$ cat src/rtl/nn_fixed_pkg.sv
// nn_fixed_pkg: shared Q8.8 widths, params_out word map and loader states
package nn_fixed_pkg;
    localparam int WIDTH      = 16;
    localparam int FRAC       = 8;
    localparam int NUM_PARAMS = 12;
    localparam logic [3:0] CNT_LAST = 4'(NUM_PARAMS);
    localparam int IDX_COEFF1_0 = 0;
    localparam int IDX_COEFF1_1 = 1;
    localparam int IDX_COEFF1_2 = 2;
    localparam int IDX_COEFF1_3 = 3;
    localparam int IDX_COEFF2_0 = 4;
    localparam int IDX_COEFF2_1 = 5;
    localparam int IDX_COEFF2_2 = 6;
    localparam int IDX_COEFF2_3 = 7;
    localparam int IDX_BIAS1_0  = 8;
    localparam int IDX_BIAS1_1  = 9;
    localparam int IDX_BIAS2_0  = 10;
    localparam int IDX_BIAS2_1  = 11;
    typedef enum logic [1:0] {ST_IDLE, ST_LOAD, ST_COMMIT} loader_state_t;
endpackage

$ cat src/rtl/nn_param_sum.sv
// nn_param_sum: modulo-2^WIDTH running sum with clear/enable and checksum compare
module nn_param_sum
    import nn_fixed_pkg::*;
(
    input  logic             clk,
    input  logic             rst_n,
    input  logic             i_clr,
    input  logic             i_en,
    input  logic [WIDTH-1:0] i_data,
    input  logic [WIDTH-1:0] i_cmp,
    output logic             o_match
);
    logic [WIDTH-1:0] r_sum;

    always_ff @(posedge clk or negedge rst_n)
        if (!rst_n)
            r_sum <= '0;
        else if (i_clr)
            r_sum <= '0;
        else if (i_en)
            r_sum <= r_sum + i_data;

    assign o_match = (r_sum == i_cmp);
endmodule

$ cat src/rtl/nn_param_loader.sv
// nn_param_loader: framed, checksum-verified loader that commits 12 Q8.8 words atomically
module nn_param_loader
    import nn_fixed_pkg::*;
(
    input  logic                        clk,
    input  logic                        rst_n,
    input  logic                        start,
    input  logic [WIDTH-1:0]            in_data,
    input  logic                        in_valid,
    output logic                        in_ready,
    output logic [NUM_PARAMS*WIDTH-1:0] params_out,
    output logic                        params_valid,
    output logic                        loading,
    output logic                        done,
    output logic                        err
);
    loader_state_t                         r_state;
    logic [3:0]                            r_cnt;
    logic [NUM_PARAMS-1:0][WIDTH-1:0]      r_shadow;
    logic [NUM_PARAMS-1:0][WIDTH-1:0]      r_params;
    logic                                  r_ready, r_valid, r_loading, r_done, r_err;
    logic                                  w_beat, w_clr, w_en, w_match;

    // start outranks any beat presented in the same cycle
    assign w_beat = (r_state == ST_LOAD) && in_valid && !start;
    assign w_clr  = start && (r_state != ST_COMMIT);
    assign w_en   = w_beat && (r_cnt != CNT_LAST);

    nn_param_sum u_sum (
        .clk     (clk),
        .rst_n   (rst_n),
        .i_clr   (w_clr),
        .i_en    (w_en),
        .i_data  (in_data),
        .i_cmp   (in_data),
        .o_match (w_match)
    );

    always_ff @(posedge clk or negedge rst_n)
        if (!rst_n) begin
            r_state   <= ST_IDLE;
            r_cnt     <= '0;
            r_shadow  <= '0;
            r_params  <= '0;
            r_ready   <= 1'b0;
            r_valid   <= 1'b0;
            r_loading <= 1'b0;
            r_done    <= 1'b0;
            r_err     <= 1'b0;
        end else begin
            r_done <= 1'b0;
            r_err  <= 1'b0;
            case (r_state)
                ST_IDLE:
                    if (start) begin
                        r_state   <= ST_LOAD;
                        r_cnt     <= '0;
                        r_ready   <= 1'b1;
                        r_loading <= 1'b1;
                    end
                ST_LOAD:
                    if (start)
                        r_cnt <= '0;
                    else if (w_beat) begin
                        if (r_cnt == CNT_LAST) begin
                            r_ready   <= 1'b0;
                            r_loading <= 1'b0;
                            r_err     <= !w_match;
                            r_state   <= w_match ? ST_COMMIT : ST_IDLE;
                        end else begin
                            r_shadow[r_cnt] <= in_data;
                            r_cnt           <= r_cnt + 4'd1;
                        end
                    end
                default: begin
                    r_params <= r_shadow;
                    r_valid  <= 1'b1;
                    r_done   <= 1'b1;
                    r_state  <= ST_IDLE;
                end
            endcase
        end

    assign in_ready     = r_ready;
    assign params_out   = r_params;
    assign params_valid = r_valid;
    assign loading      = r_loading;
    assign done         = r_done;
    assign err          = r_err;
endmodule
$ cat config.mk
export PLATFORM = sky130hd
export DESIGN_NAME = nn_param_loader
export DESIGN_NICKNAME = d
export VERILOG_FILES = /design/src/rtl/nn_fixed_pkg.sv /design/src/rtl/nn_param_sum.sv /design/src/rtl/nn_param_loader.sv
export SDC_FILE = /design/constraint.sdc
export NUM_CORES = 1
export LEC_CHECK = 0
export BUFFER_PORTS_ARGS = -buffer_cell sky130_fd_sc_hd__buf_2
export CAP_MARGIN = 15
export CORE_ASPECT_RATIO = 1.2
export CORE_MARGIN = 2
export CORE_UTILIZATION = 57
export CTS_CLUSTER_SIZE = 40
export DETAILED_ROUTE_END_ITERATION = 8
export PLACE_DENSITY = 0.79
export SYNTH_ARGS = -nofsm -noshare
export SYNTH_HDL_FRONTEND = slang
export SYNTH_SLANG_ARGS = --single-unit
$ cat constraint.sdc
create_clock -name clk -period 2.4 [get_ports clk]
set_clock_uncertainty 0.1 [all_clocks]
set_input_delay 0.24 -clock clk [delete_from_list [all_inputs] [get_ports clk]]
set_output_delay 0.24 -clock clk [all_outputs]
set_load 0.1 [all_outputs]
---- Word-level counts from Yosys, hierarchy flattened ----
Cells that the tools add are included.
Widths: inputs -> output; s select.
cells by class
  add/subtract/negate cells ............... 2
  $lt $le $gt $ge ......................... 2
  equal/unequal tests ..................... 11
  muxes and demuxes ....................... 26
  bitwise logic cells ..................... 2
  reductions and logical operators ........ 15
operator list
  operator             count
  $bwmux 192           1
  $demux 16 s4         1
  $mux 16              3
  $add 16x16->16       1
  $eq 16x16->1         1
  $mux 4               4
  $reduce_and 4->1     3
  $mux 2               5
  $mux 1               9
  $ne 2x2->1 const B   4
  $pmux 4 s2           1
  $ne 3x3->1 const B   2
  $logic_and 1x1->1    5
  $lt 4x5->1 const B   1
  $reduce_and 5->1     1
  $add 4x1->4 const B  1
  $eq 4x4->1 const B   1
  $ge 4x1->1 const B   1
  $ne 4x4->1 const B   1
  $pmux 2 s2           1
  $reduce_bool 2->1    2
  $eq 2x1->1 const B   1
  $logic_not 1->1      2
  $logic_not 2->1      1
  other kinds (4)      5
storage, ports and cells
  register bits ........................... 410
  bits of input ports ..................... 20
  output and inout bits ................... 197
  logic and storage cells ................. 89

---- Depth between registers and ports, before layout ----
Gate-level depths: netlist of the first run.
  depth in word-level cells ............... 6
  mapped depth ............................ 9
  gate-level depth less buffers ........... 9

---- Hierarchy ----
Synthesis of the first run repeated with hierarchy kept, for this count alone.
unflattened totals
  cells, all modules ...................... 1075
  area, all modules ....................... 16619.7 um^2
modules (own cells, without submodules)
  module           instances  cells each  area an instance (um^2)  sequential area each (um^2)
  nn_param_loader  1          896         15024.4                  9859.5
  nn_param_sum     1          179         1595.3                   400.4

---- Least setup slack after synthesis of the first run ----
Ideal clock, no wire load.
  path kind ............................... reg2reg
  from .................................... reg u_sum.r_sum[6]
  to ...................................... reg u_sum.r_sum[15]
  library setup time ...................... 0.087 ns
  arrival ................................. 1.973 ns
  required time ........................... 2.213 ns
  path slack .............................. 0.240 ns
  cell stages (with the launch flop) ...... 9
  path buffers ............................ 1
  clock period less this slack ............ 2.160 ns
  cells stage by stage .................... dfrtp_1 > ha_1 > buf_2 > a21oi_1 > nor2b_1 > or3_4 > nand3_2 > or4b_1 > o211ai_1
between the ends
  longest elaborated chain between the ends .. 3
ends and longest elaborated chain
  element                   line                RTL
  start: declaration        nn_param_sum.sv:13  logic [WIDTH-1:0] r_sum;
  start signal: assignment  nn_param_sum.sv:21  r_sum <= r_sum + i_data;
  $add 16x16->16            nn_param_sum.sv:21
  $mux 16                   nn_param_sum.sv:20  else if (i_en)
  $mux 16                   nn_param_sum.sv:18  else if (i_clr)
No other way between the ends. The select of a mux whose other input is x is not followed.
A chain may end at the register's enable or synchronous reset.

---- Final worst setup path of the first run ----
  from .................................... reg u_sum.r_sum[0]
  to ...................................... reg u_sum.r_sum[12]
Same word-level chain as after synthesis.

==> results of run 1 <==
state kept, by name (all words and copies together), names as in the netlist:
| signal | cells |
|---|---|
| loading | 1 |
| r_cnt | 4 |
| params_valid | 1 |
| params_out | 192 |
| u_sum.r_sum | 16 |
| r_state | 2 |
| done | 1 |
| r_shadow | 192 |
| err | 1 |
final timing paths:
check                                     from         endpoint  slack [ps]  cells after the start
worst min-delay path               in_data[15]     r_shadow[15]          20                      2
worst max register to register  u_sum.r_sum[0]  u_sum.r_sum[12]         120                      9
worst min register to register    params_valid     params_valid         370                      1
worst max-delay path            u_sum.r_sum[0]  u_sum.r_sum[12]         120                      9
max in group asynchronous                rst_n    r_shadow[172]        1270                      3
min in group asynchronous                rst_n  params_out[154]         120                      2
placed cells by master (no fill, tap or decap), types with 5 or more instances in the layout:
cell	Yosys	layout
a21oi_1	16	15
buf_12	0	9
buf_2	16	215
buf_4	5	40
clkbuf_1	37	6
clkbuf_16	0	41
clkbuf_8	0	15
dfrtp_1	410	409
ha_1	19	15
inv_1	7	7
mux2_2	344	344
mux2_4	24	24
mux2i_1	5	5
nand2_1	45	45
nand3_1	5	5
nand4_1	5	5
nor2_1	12	12
nor3_1	5	5
o21ai_0	34	33
xnor2_1	7	7
through the flow:
| stage | instances | total power [mW] |
|---|---|---|
| 4_1_cts | 1728 | 15.0 |
| 3_3_place_gp | 1657 | 8.84 |
| 2_1_floorplan | 1079 | 8.33 |
| 6_report | 1729 | 14.8 |
| 3_5_place_dp | 1657 | 8.89 |
| 5_1_grt | 1729 | 15.4 |
critical path, delay by kind of cell (launching register included):
family	cells	cell delay, ps
buffers and inverters	1	60
flip-flops	1	370
AND/OR/NAND/NOR	3	440
adder cells (fa/ha/maj)	2	560
AO/OA/AOI/OAI	3	640
final cells by class:
class	instances	share of cell area [%]
multi-input combinational	597	29.9
sequential	410	52.7
tap	379	2.43
inverter	7	0.135
clock buffer	62	6.44
timing repair buffer	269	8.27
clock inverter	5	0.148
kinds of logic (layout without fill, tap and decap cells):
group | after synthesis | count (layout) | share of synthesized area, %
simple gates | 115 | 115 | 3.97
compound gates | 79 | 79 | 2.91
mux | 373 | 373 | 26.2
fa+ha+maj | 20 | 20 | 1.58
xor+xnor | 10 | 10 | 0.536
buf+inv | 72 | 343 | 2.08
flops | 410 | 410 | 62.7
layer usage:
metal / track usage (%) / wire length, um / vias to the layer above
met3: 4.56 / 1820 / 56
met4: 8.66 / 1150 / 0
li1: - / - / 4295
met1: 34.4 / 15600 / 5037
met2: 42.6 / 19000 / 235
met5: 0 / 0 / -
what timing repair did:
| action | 4_1_cts | 5_1_grt |
|---|---|---|
| resized for setup | 2 | 13 |
| hold buffers | 4 | 0 |
| buffers inserted | 0 | 1 |
| endpoints found under the setup margin | 1 | 5 |
| hold endpoints to repair | 341 | 0 |
where the power goes:
part | internal [mW] | switching [mW] | leakage (nW) | total [mW]
clock network | 3.57 | 2.46 | 0.640 | 6.04
logic | 0.602 | 0.711 | 4.16 | 1.31
registers | 7.30 | 0.204 | 5.60 | 7.50
==> metrics.txt, run 1 <==
# TYPE chip_impl_metric gauge
chip_impl_metric{name="placement.cell_area",unit="um^2"} 18100
chip_impl_metric{name="floorplan.initialDensity",unit="%"} 58.2
chip_impl_metric{name="detail_route.wirelength",unit="mm"} 37.6
chip_impl_info{name="grt_setup_unrepaired",value="false"} 1
chip_impl_metric{name="fp.dieArea",unit="um^2"} 30100
chip_impl_metric{name="fp.coreArea",unit="um^2"} 28100
chip_impl_info{name="synth_top_cell_by_area",value="dfrtp_1"} 1
chip_impl_metric{name="post_drt_via_cell_ratio",unit=""} 5.57
chip_impl_metric{name="num_rows",unit=""} 67
chip_impl_info{name="critPathLaunchType",value="register"} 1
chip_impl_metric{name="insertion_delay",unit="ps"} 520
chip_impl_metric{name="detailedPlace.worstSlack",unit="ps"} 6.81
chip_impl_metric{name="synth_cell_types",unit=""} 52
chip_impl_metric{name="final_cell_area_excluding_filler_cells",unit="um^2"} 19500
chip_impl_metric{name="syn_area",unit="um^2"} 16400
chip_impl_metric{name="worst_pin_slew",unit="ps"} 690
chip_impl_metric{name="vias",unit=""} 9623
chip_impl_metric{name="ant_nets",unit=""} 0
chip_impl_metric{name="yosysWarningCount",unit=""} 0
chip_impl_metric{name="floorplan.die.width",unit="um"} 159
chip_impl_info{name="clock-root-buffer",value="clkbuf_16"} 1
chip_impl_metric{name="required",unit="ps"} 2700
chip_impl_metric{name="clock_buffer_count_from_cts",unit=""} 40
chip_impl_metric{name="drt-pass1-iter-count",unit=""} 4
chip_impl_info{name="top_area_cells_in_the_synthesized_netlist",value="dfrtp_1, mux2_2, mux2_4"} 1
chip_impl_metric{name="clock_sink_count",unit=""} 410
chip_impl_metric{name="postSynthNetCount",unit=""} 1119
chip_impl_info{name="outcome",value="complete, no violations"} 1
chip_impl_metric{name="route.detailed.drc",unit=""} 0
chip_impl_metric{name="timing_hold_violations_final",unit=""} 0
chip_impl_metric{name="synth-seq-cells",unit=""} 410
chip_impl_metric{name="setup-violations-final",unit=""} 0
chip_impl_metric{name="placement.io_buffers",unit=""} 216
chip_impl_metric{name="design.final.nets",unit=""} 1365
chip_impl_metric{name="number_of_global_route_vias_before_repair",unit=""} 10026
chip_impl_metric{name="power_leakage",unit="nW"} 10.4
chip_impl_info{name="cts_tree",value="yes"} 1
chip_impl_metric{name="whs",unit="ps"} 19.1
chip_impl_metric{name="groute.usage.overall",unit="%"} 25.7
chip_impl_metric{name="min_period",unit="ps"} 2280
chip_impl_info{name="timing_worst_setup_path_type",value="reg -> reg"} 1
chip_impl_metric{name="power_per_cell_area",unit="nW/um^2"} 762
chip_impl_metric{name="grt_first_pass_wirelength",unit="mm"} 58.0
chip_impl_metric{name="slowest_delay",unit="ps"} 370
chip_impl_metric{name="post_synth.cell_area_avg",unit="um^2"} 15.2
chip_impl_info{name="worstSetupEndpointType",value="register"} 1
chip_impl_metric{name="netlist.area_leader.share",unit="%"} 62.7
chip_impl_metric{name="cts.clk_slew.worst_paths",unit="ps"} 60
chip_impl_info{name="synth_top_cells_by_count",value="dfrtp_1, mux2_2, nand2_1, clkbuf_1, o21ai_0"} 1
chip_impl_metric{name="layout.filler_cells",unit=""} 1937
chip_impl_metric{name="synth.yosys.seq_area_share",unit="%"} 62.7
chip_impl_info{name="hp-class",value="in -> reg"} 1
chip_impl_metric{name="synth_enable_flop_cells",unit=""} 0
chip_impl_metric{name="maxCapViolations",unit=""} 0
chip_impl_metric{name="wl_per_cell",unit="um"} 21.8
chip_impl_metric{name="grt_antenna_before_repair",unit=""} 0
chip_impl_info{name="synth_most_common_cell",value="dfrtp_1"} 1
chip_impl_metric{name="fin_setup_tns",unit="ps"} 0
chip_impl_metric{name="ff_latch_area",unit="um^2"} 10300
chip_impl_metric{name="asyncSetResetFlopFracSynth",unit="%"} 100
chip_impl_metric{name="area.growth.synth_to_final",unit="%"} 19.1
chip_impl_metric{name="post_route_cells_drive_above_1_share",unit="%"} 53.6
chip_impl_metric{name="cts_htree_levels",unit=""} 2
chip_impl_metric{name="finalCritPeriodShare",unit="%"} 94.9
chip_impl_metric{name="ctsLongestPathBuffers",unit=""} 3
chip_impl_metric{name="maximum_number_of_pins_on_one_net_before_global_route_repair",unit=""} 115
chip_impl_metric{name="final_core_utilization",unit="%"} 69.4
chip_impl_metric{name="slew_violations",unit=""} 0
chip_impl_metric{name="worst_slack",unit="ps"} 122
chip_impl_metric{name="multiInputGateArea",unit="um^2"} 5820
chip_impl_metric{name="routability_congestion_estimate",unit=""} 0.863
chip_impl_metric{name="top_level_ports",unit=""} 217
chip_impl_metric{name="diodes",unit=""} 0
chip_impl_info{name="crit_chain",value="ha_2, inv_1, fa_2, nor2b_2, o2111ai_2, and2_4, o211a_1, a311oi_2, nand2_1"} 1
chip_impl_metric{name="dpl.hpwl",unit="mm"} 24.1
chip_impl_metric{name="irDropWorstVdd",unit="mV"} 0.776
chip_impl_metric{name="die_h",unit="um"} 190
chip_impl_info{name="critical_path.slowest_cell",value="dfrtp_1"} 1
chip_impl_metric{name="overflow_left_after_global_routing",unit=""} 0
chip_impl_metric{name="initialDrtViolationCount",unit=""} 598
chip_impl_metric{name="worst-endpoint-arrival",unit="ps"} 2580
chip_impl_metric{name="critPathMaxFanout",unit=""} 4
chip_impl_metric{name="netlist_instances",unit=""} 1079
chip_impl_info{name="synth_flop_cell",value="dfrtp_1"} 1
chip_impl_metric{name="slew_headroom",unit="%"} 53.6
chip_impl_metric{name="max_clock_freq",unit="MHz"} 439
No activity file was read; power rests on OpenSTA's default activity.
==> run 2, diff against run 1 <==
--- a/config.mk
+++ b/config.mk
@@ -5,6 +5,7 @@
 export SDC_FILE = /design/constraint.sdc
 export NUM_CORES = 1
 export LEC_CHECK = 0
+export ABC_AREA = 1
 export BUFFER_PORTS_ARGS = -buffer_cell sky130_fd_sc_hd__buf_2
 export CAP_MARGIN = 15
 export CORE_ASPECT_RATIO = 1.2
==> run 2 against run 1 <==
Via count rose by 33%; final cell count rose by 37%; wire length rose by 12%; sequential share of layout area rose by 1.1 points; sequential power barely moved; clock power rose by 0.8%; worst hold slack improved by 53 ps; worst setup slack improved by 3.4 ps.
==> metrics.txt, run 2 <==
# TYPE chip_impl_metric gauge
chip_impl_info{name="synth_most_common_cell",value="nand2_1"} 1
chip_impl_metric{name="ctsLongestPathBuffers",unit=""} 3
chip_impl_metric{name="synth_cell_types",unit=""} 31
chip_impl_metric{name="die_h",unit="um"} 189
chip_impl_metric{name="layoutNonFillerInstCount",unit=""} 2368
chip_impl_metric{name="power_leakage",unit="nW"} 10.7
chip_impl_metric{name="ant_nets",unit=""} 0
chip_impl_metric{name="number_of_global_route_vias_before_repair",unit=""} 12385
chip_impl_metric{name="drt-pass1-iter-count",unit=""} 5
chip_impl_metric{name="hold_depth",unit=""} 3
chip_impl_metric{name="area.growth.synth_to_final",unit="%"} 17.7
chip_impl_metric{name="synth-seq-cells",unit=""} 410
chip_impl_info{name="top_area_cells_in_the_synthesized_netlist",value="dfrtp_1, nand2_1, o21ai_1"} 1
chip_impl_metric{name="critPathMaxFanout",unit=""} 32
chip_impl_metric{name="post_route_cells_drive_above_1_share",unit="%"} 16.9
chip_impl_info{name="hp-class",value="in -> reg"} 1
chip_impl_metric{name="design.final.nets",unit=""} 2004
chip_impl_metric{name="place.detailed.instances",unit=""} 2292
chip_impl_metric{name="synth_compound_area_share",unit="%"} 6.97
chip_impl_info{name="most-common-layout-cells",value="nand2_1, dfrtp_1, buf_2"} 1
chip_impl_metric{name="worst-endpoint-arrival",unit="ps"} 2540
chip_impl_info{name="reg2reg_to",value="r_shadow[39]"} 1
chip_impl_metric{name="reg2reg_setup_slack",unit="ps"} 130
chip_impl_metric{name="initialDrtViolationCount",unit=""} 1151
chip_impl_metric{name="min_period",unit="ps"} 2270
chip_impl_metric{name="top_level_ports",unit=""} 217
chip_impl_info{name="outcome",value="complete, no violations"} 1
chip_impl_info{name="critPathLaunchType",value="register"} 1
chip_impl_metric{name="vias",unit=""} 12826
chip_impl_metric{name="finalCritPeriodShare",unit="%"} 94.8
chip_impl_info{name="cts_tree",value="yes"} 1
chip_impl_metric{name="power_per_cell_area",unit="nW/um^2"} 773
chip_impl_metric{name="wl_per_cell",unit="um"} 17.9
chip_impl_metric{name="post_drt_via_cell_ratio",unit=""} 5.42
chip_impl_metric{name="final_cell_area_excluding_filler_cells",unit="um^2"} 19100
chip_impl_metric{name="floorplan.die.width",unit="um"} 158
chip_impl_metric{name="cts_htree_levels",unit=""} 2
chip_impl_metric{name="maximum_number_of_pins_on_one_net_before_global_route_repair",unit=""} 83
chip_impl_metric{name="grt_first_pass_wirelength",unit="mm"} 65.0
chip_impl_metric{name="clock_sink_count",unit=""} 410
chip_impl_info{name="grt_setup_unrepaired",value="false"} 1
chip_impl_metric{name="post_synth.cell_area_avg",unit="um^2"} 9.17
chip_impl_metric{name="detailedPlace.worstSlack",unit="ps"} 53.3
chip_impl_info{name="sink_of_the_worst_hold_path",value="u_sum.r_sum[0]"} 1
chip_impl_metric{name="multiInputGateArea",unit="um^2"} 5330
chip_impl_metric{name="cts.clk_slew.worst_paths",unit="ps"} 60
chip_impl_metric{name="asyncSetResetFlopFracSynth",unit="%"} 100
chip_impl_metric{name="mux_cell_area_share_after_synthesis",unit="%"} 0
chip_impl_metric{name="yosys.area_share.adder",unit="%"} 1.59
chip_impl_info{name="worstSetupEndpointType",value="register"} 1
chip_impl_info{name="synth_top_cells_by_count",value="nand2_1, dfrtp_1, o21ai_1, o21ai_0, inv_1"} 1
chip_impl_metric{name="postSynthNetCount",unit=""} 1808
chip_impl_metric{name="slew_violations",unit=""} 0
chip_impl_metric{name="clock_buffer_count_from_cts",unit=""} 39
chip_impl_metric{name="netlist_instances",unit=""} 1768
chip_impl_metric{name="routability_congestion_estimate",unit=""} 0.895
chip_impl_metric{name="setup-violations-final",unit=""} 0
chip_impl_metric{name="route.detailed.drc",unit=""} 0
chip_impl_metric{name="timing_hold_violations_final",unit=""} 0
chip_impl_metric{name="worst_pin_slew",unit="ps"} 910
chip_impl_metric{name="max_clock_freq",unit="MHz"} 440
chip_impl_metric{name="required",unit="ps"} 2670
chip_impl_metric{name="area_fraction_in_and_or_nand_and_nor_cells_after_synthesis",unit="%"} 23.3
chip_impl_info{name="timing_worst_setup_path_type",value="reg -> reg"} 1
chip_impl_info{name="synth_top_family_by_area",value="simple AND/OR/NAND/NOR gates"} 1
chip_impl_metric{name="overflow_left_after_global_routing",unit=""} 0
chip_impl_metric{name="floorplan.initialDensity",unit="%"} 57.9
chip_impl_metric{name="num_rows",unit=""} 67
chip_impl_info{name="layout_commonest_cell",value="nand2_1"} 1
chip_impl_metric{name="fin_setup_tns",unit="ps"} 0
chip_impl_metric{name="slew_headroom",unit="%"} 39.3
chip_impl_metric{name="worst_r2r_path_depth",unit=""} 6
chip_impl_metric{name="diodes",unit=""} 0
chip_impl_metric{name="ff_latch_area",unit="um^2"} 10300
chip_impl_info{name="r2r_start",value="r_cnt[2]"} 1
chip_impl_info{name="synth_flop_cell",value="dfrtp_1"} 1
chip_impl_metric{name="worst_slack",unit="ps"} 125
chip_impl_metric{name="syn_area",unit="um^2"} 16200
chip_impl_metric{name="placement.io_buffers",unit=""} 216
chip_impl_info{name="clock-root-buffer",value="clkbuf_16"} 1
chip_impl_info{name="synth_top_cell_by_area",value="dfrtp_1"} 1
chip_impl_metric{name="insertion_delay",unit="ps"} 530
chip_impl_metric{name="dpl.hpwl",unit="mm"} 26.0
chip_impl_metric{name="maxCapViolations",unit=""} 0
chip_impl_metric{name="synth.yosys.seq_area_share",unit="%"} 63.3
chip_impl_metric{name="groute.usage.overall",unit="%"} 28.0
chip_impl_metric{name="synth_enable_flop_cells",unit=""} 0
chip_impl_metric{name="fp.coreArea",unit="um^2"} 28000
chip_impl_metric{name="placement.cell_area",unit="um^2"} 17700
chip_impl_metric{name="irDropWorstVdd",unit="mV"} 0.558
chip_impl_info{name="holdCritStartpoint",value="in_data[0]"} 1
chip_impl_metric{name="netlist.area_leader.share",unit="%"} 63.3
chip_impl_metric{name="fp.dieArea",unit="um^2"} 29800
chip_impl_metric{name="synth_xor_xnor_area_share",unit="%"} 0.216
chip_impl_metric{name="yosysWarningCount",unit=""} 0
chip_impl_metric{name="grt_antenna_before_repair",unit=""} 1
chip_impl_metric{name="detail_route.wirelength",unit="mm"} 42.3
chip_impl_metric{name="layout.filler_cells",unit=""} 2194
==> run 2: cell count changes after synthesis, sizes merged, moves of 18 or more <==
cell,previous run,this run
nand2,53,875
mux2,368,0
o21ai,35,204
inv,7,68
clkbuf,38,63
nand3,7,25
==> run 2: kinds of logic after synthesis <==
family                   count (synthesis)
AO/OA/AOI/OAI                          220
XOR/XNOR                                 4
adder cells (fa/ha/maj)                 20
buffers and inverters                  170
flip-flops                             410
AND/OR/NAND/NOR                        944
==> run 2: power by group <==
| group | internal, mW | total (mW) | switching (mW) | leakage [nW] |
|---|---|---|---|---|
| Sequential | 7.28 | 7.49 | 0.213 | 5.62 |
| Clock | 3.49 | 6.09 | 2.60 | 0.615 |
| Combinational | 0.375 | 1.17 | 0.792 | 4.47 |
==> run 2: timing repair <==
action / in CTS / in global routing
endpoints found under the hold margin: 73 / 0
hold buffers: 3 / 0
resized for setup: 0 / 9
endpoints found under the setup margin: 0 / 142
setup buffers: 0 / 0
==> run 2: layer usage <==
layer  share of wire (%)  GRT usage, %  vias up
met1                  41          38.7     6305
met3                 5.7          3.63      109
met5                   0             0        -
met4                 4.0          11.2        0
li1                    -             -     5962
met2                  49          45.3      450
==> run 2: how the worst max path moves through the flow <==
stage,startpoint,end,slack (ps)
6_report,r_cnt[2],r_shadow[39],130
5_1_grt,r_cnt[0],r_shadow[37],8
4_1_cts,r_cnt[0],r_shadow[66],50
3_5_place_dp,r_cnt[0],r_shadow[66],50
3_3_place_gp,r_cnt[0],r_shadow[74],120
2_1_floorplan,r_cnt[0],r_shadow[113],500
==> run 2: layout make-up <==
| cell class | instances | share of cell area [%] |
|---|---|---|
| sequential | 410 | 53.8 |
| multi-input combinational | 1195 | 27.9 |
| timing repair buffer | 250 | 7.81 |
| clock buffer | 54 | 5.89 |
| tap | 379 | 2.48 |
| inverter | 68 | 1.45 |
| clock inverter | 12 | 0.682 |
==> run 2: metrics by stage <==
step                util [%]  hold WS [ps]  total power [mW]
global route            68.2          98.1              15.2
CTS                     67.7          57.2              14.7
global placement        63.1           209              8.69
floorplan                  -          -156              8.27
finish                  68.2          72.3              14.7
detailed placement      63.1           212              8.74
==> run 2: worst max-delay path: stages (launching register included) <==
cell and delay (ps):
dfrtp_1 410, buf_4 250, inv_1 600, nand4_1 270, buf_4 300, nand2_1 90
o21ai_0 80
==> run 3, diff against run 2 <==
--- a/config.mk
+++ b/config.mk
@@ -10,10 +10,10 @@
 export CAP_MARGIN = 15
 export CORE_ASPECT_RATIO = 1.2
 export CORE_MARGIN = 2
-export CORE_UTILIZATION = 57
+export CORE_UTILIZATION = 35
+export CTS_BUF_LIST = sky130_fd_sc_hd__clkbuf_16
 export CTS_CLUSTER_SIZE = 40
 export DETAILED_ROUTE_END_ITERATION = 8
-export PLACE_DENSITY = 0.79
 export SYNTH_ARGS = -nofsm -noshare
 export SYNTH_HDL_FRONTEND = slang
 export SYNTH_SLANG_ARGS = --single-unit
==> run 3 against run 2 <==
Total power increased by 1.7%; global-route usage decreased by 9.0 points; first-iteration DRC count decreased by 18%; wire length increased by 10%; critical endpoint is now r_shadow[88].
==> metrics.txt, run 3 (synthesized netlist as in run 2, its figures left out) <==
# TYPE chip_impl_metric gauge
chip_impl_metric{name="drt-pass1-iter-count",unit=""} 7
chip_impl_metric{name="irDropWorstVdd",unit="mV"} 0.469
chip_impl_metric{name="worst_r2r_path_depth",unit=""} 5
chip_impl_metric{name="fp.dieArea",unit="um^2"} 48100
chip_impl_metric{name="share_comb_of_total_power",unit="%"} 8.0
chip_impl_metric{name="cts_setup_buffers",unit=""} 0
chip_impl_info{name="hp-class",value="in -> reg"} 1
chip_impl_info{name="most-common-layout-cells",value="nand2_1, dfrtp_1, buf_2"} 1
chip_impl_metric{name="setup-violations-final",unit=""} 0
chip_impl_metric{name="worst_pin_slew",unit="ps"} 939
chip_impl_metric{name="placement.io_buffers",unit=""} 216
chip_impl_metric{name="initialDrtViolationCount",unit=""} 948
chip_impl_metric{name="worst_slack",unit="ps"} 147
chip_impl_metric{name="groute.usage.overall",unit="%"} 19.0
chip_impl_metric{name="slew_headroom",unit="%"} 37.4
chip_impl_metric{name="clock_buffer_count_from_cts",unit=""} 43
chip_impl_metric{name="maximum_number_of_pins_on_one_net_before_global_route_repair",unit=""} 82
chip_impl_metric{name="whs",unit="ps"} 33.5
chip_impl_info{name="worstSetupEndpointType",value="register"} 1
chip_impl_metric{name="reg2reg_setup_slack",unit="ps"} 150
chip_impl_metric{name="multiInputGateArea",unit="um^2"} 5270
chip_impl_metric{name="detail_route.wirelength",unit="mm"} 46.7
chip_impl_info{name="r2r_start",value="r_cnt[3]"} 1
chip_impl_metric{name="grt_first_pass_wirelength",unit="mm"} 70.2
chip_impl_metric{name="post_route_cells_drive_above_1_share",unit="%"} 17.4
chip_impl_metric{name="wl_per_cell",unit="um"} 17.7
chip_impl_info{name="crit_path_start",value="r_cnt[3]"} 1
chip_impl_metric{name="min_period",unit="ps"} 2250
chip_impl_metric{name="slew_violations",unit=""} 0
chip_impl_info{name="reg2reg_to",value="r_shadow[88]"} 1
chip_impl_metric{name="power.switching",unit="mW"} 3.84
chip_impl_metric{name="grt_util_met1",unit="%"} 26.7
chip_impl_metric{name="switching_share_of_total_power",unit="%"} 25.6
chip_impl_metric{name="gr-usage-met3",unit="%"} 3.03
chip_impl_metric{name="ant_nets",unit=""} 0
chip_impl_info{name="endpoint",value="r_shadow[88]"} 1
chip_impl_metric{name="fin_setup_tns",unit="ps"} 0
chip_impl_metric{name="cts_htree_levels",unit=""} 2
chip_impl_info{name="timing_worst_setup_path_type",value="reg -> reg"} 1
chip_impl_info{name="layout_commonest_cell",value="nand2_1"} 1
chip_impl_metric{name="area.growth.synth_to_final",unit="%"} 20.1
chip_impl_metric{name="vias",unit=""} 12511
chip_impl_metric{name="final_core_utilization",unit="%"} 42.5
chip_impl_metric{name="post_drt_via_cell_ratio",unit=""} 4.75
chip_impl_metric{name="layout.filler_cells",unit=""} 4595
chip_impl_metric{name="floorplan.die.width",unit="um"} 201
chip_impl_metric{name="seq_power_share",unit="%"} 49.9
chip_impl_metric{name="routability_congestion_estimate",unit=""} 0.889
chip_impl_metric{name="grt_antenna_before_repair",unit=""} 3
chip_impl_metric{name="required",unit="ps"} 2740
chip_impl_metric{name="placement.cell_area",unit="um^2"} 18000
chip_impl_metric{name="num_rows",unit=""} 86
chip_impl_metric{name="final_cell_area_excluding_filler_cells",unit="um^2"} 19500
chip_impl_metric{name="design.final.nets",unit=""} 2023
chip_impl_metric{name="top_level_ports",unit=""} 217
chip_impl_metric{name="max_clock_freq",unit="MHz"} 444
chip_impl_info{name="grt_setup_unrepaired",value="false"} 1
chip_impl_info{name="clock-root-buffer",value="clkbuf_16"} 1
chip_impl_metric{name="floorplan.initialDensity",unit="%"} 35.4
chip_impl_info{name="grt-busiest-layer",value="met2"} 1
chip_impl_metric{name="number_of_global_route_vias_before_repair",unit=""} 11949
chip_impl_metric{name="detailedPlace.worstSlack",unit="ps"} 50.5
chip_impl_metric{name="worst-endpoint-arrival",unit="ps"} 2600
chip_impl_metric{name="ctsLongestPathBuffers",unit=""} 3
chip_impl_info{name="cts_tree",value="yes"} 1
chip_impl_info{name="critPathLaunchType",value="register"} 1
chip_impl_metric{name="power_report.internal_total",unit="mW"} 11.2
chip_impl_metric{name="overflow_left_after_global_routing",unit=""} 0
chip_impl_metric{name="cts.clk_slew.worst_paths",unit="ps"} 60
chip_impl_metric{name="insertion_delay",unit="ps"} 580
chip_impl_metric{name="power_per_cell_area",unit="nW/um^2"} 770
chip_impl_info{name="outcome",value="complete, no violations"} 1
chip_impl_metric{name="route.detailed.drc",unit=""} 0
chip_impl_metric{name="die_h",unit="um"} 240
chip_impl_metric{name="fp.coreArea",unit="um^2"} 45800
chip_impl_metric{name="timing_hold_violations_final",unit=""} 0
chip_impl_metric{name="power_leakage",unit="nW"} 10.8
chip_impl_metric{name="critPathMaxFanout",unit=""} 16
chip_impl_metric{name="dpl.hpwl",unit="mm"} 29.5
chip_impl_metric{name="clock_sink_count",unit=""} 410
chip_impl_metric{name="global_route.usage.met2",unit="%"} 30.4
chip_impl_metric{name="p_clk_share",unit="%"} 42.1
chip_impl_metric{name="finalCritPeriodShare",unit="%"} 93.9
chip_impl_metric{name="maxCapViolations",unit=""} 0
chip_impl_metric{name="ff_latch_area",unit="um^2"} 10300
==> run 3: per-layer routing <==
metal | vias to the layer above | wire [um]
li1 | 6006 | -
met1 | 6101 | 21200
met2 | 339 | 22000
met3 | 65 | 2340
met4 | 0 | 1130
met5 | - | 0
==> run 3: worst min-delay path by stage <==
stage,start,end,cells after the start,slack [ps]
global placement,rst_n,params_out[109],1,140
CTS,in_data[0],u_sum.r_sum[0],3,5
finish,in_data[0],u_sum.r_sum[0],3,30
global route,in_data[0],u_sum.r_sum[0],3,50
floorplan,rst_n,done,0,-160
detailed placement,rst_n,params_out[109],1,130
==> run 3: power by group through the flow <==
stage	registers, mW	logic [mW]	clock network (mW)
global route	7.52	1.38	6.74
detailed placement	7.60	1.19	0
finish	7.48	1.20	6.32
CTS	7.48	1.20	6.48
global placement	7.59	1.16	0
floorplan	7.55	0.718	0
==> run 3: area by class of cell <==
class | instances | share of cell area, %
tap | 616 | 3.96
multi-input combinational | 1194 | 27.1
sequential | 410 | 52.7
timing repair buffer | 266 | 8.11
clock inverter | 36 | 1.25
clock buffer | 43 | 5.52
antenna | 1 | 0.0128
inverter | 68 | 1.40
==> run 3: per-stage QoR <==
step / instances / power [mW]
after global placement: 2543 / 8.75
after detailed placement: 2543 / 8.79
final: 2634 / 15.0
after CTS: 2627 / 15.2
after global routing: 2634 / 15.6
after floorplan: 1768 / 8.27
==> run 3: worst max-delay path: stages (launching register included) <==
cell and delay, ps:
dfrtp_1 400, buf_4 230, inv_1 600, nand4_2 550, nand2_1 170, o21ai_1 70
==> run 3: repair_timing <==
action,in CTS,in global routing
endpoints found under the hold margin,217,0
resized for setup,0,3
setup endpoints to repair,0,142
hold buffers,5,0
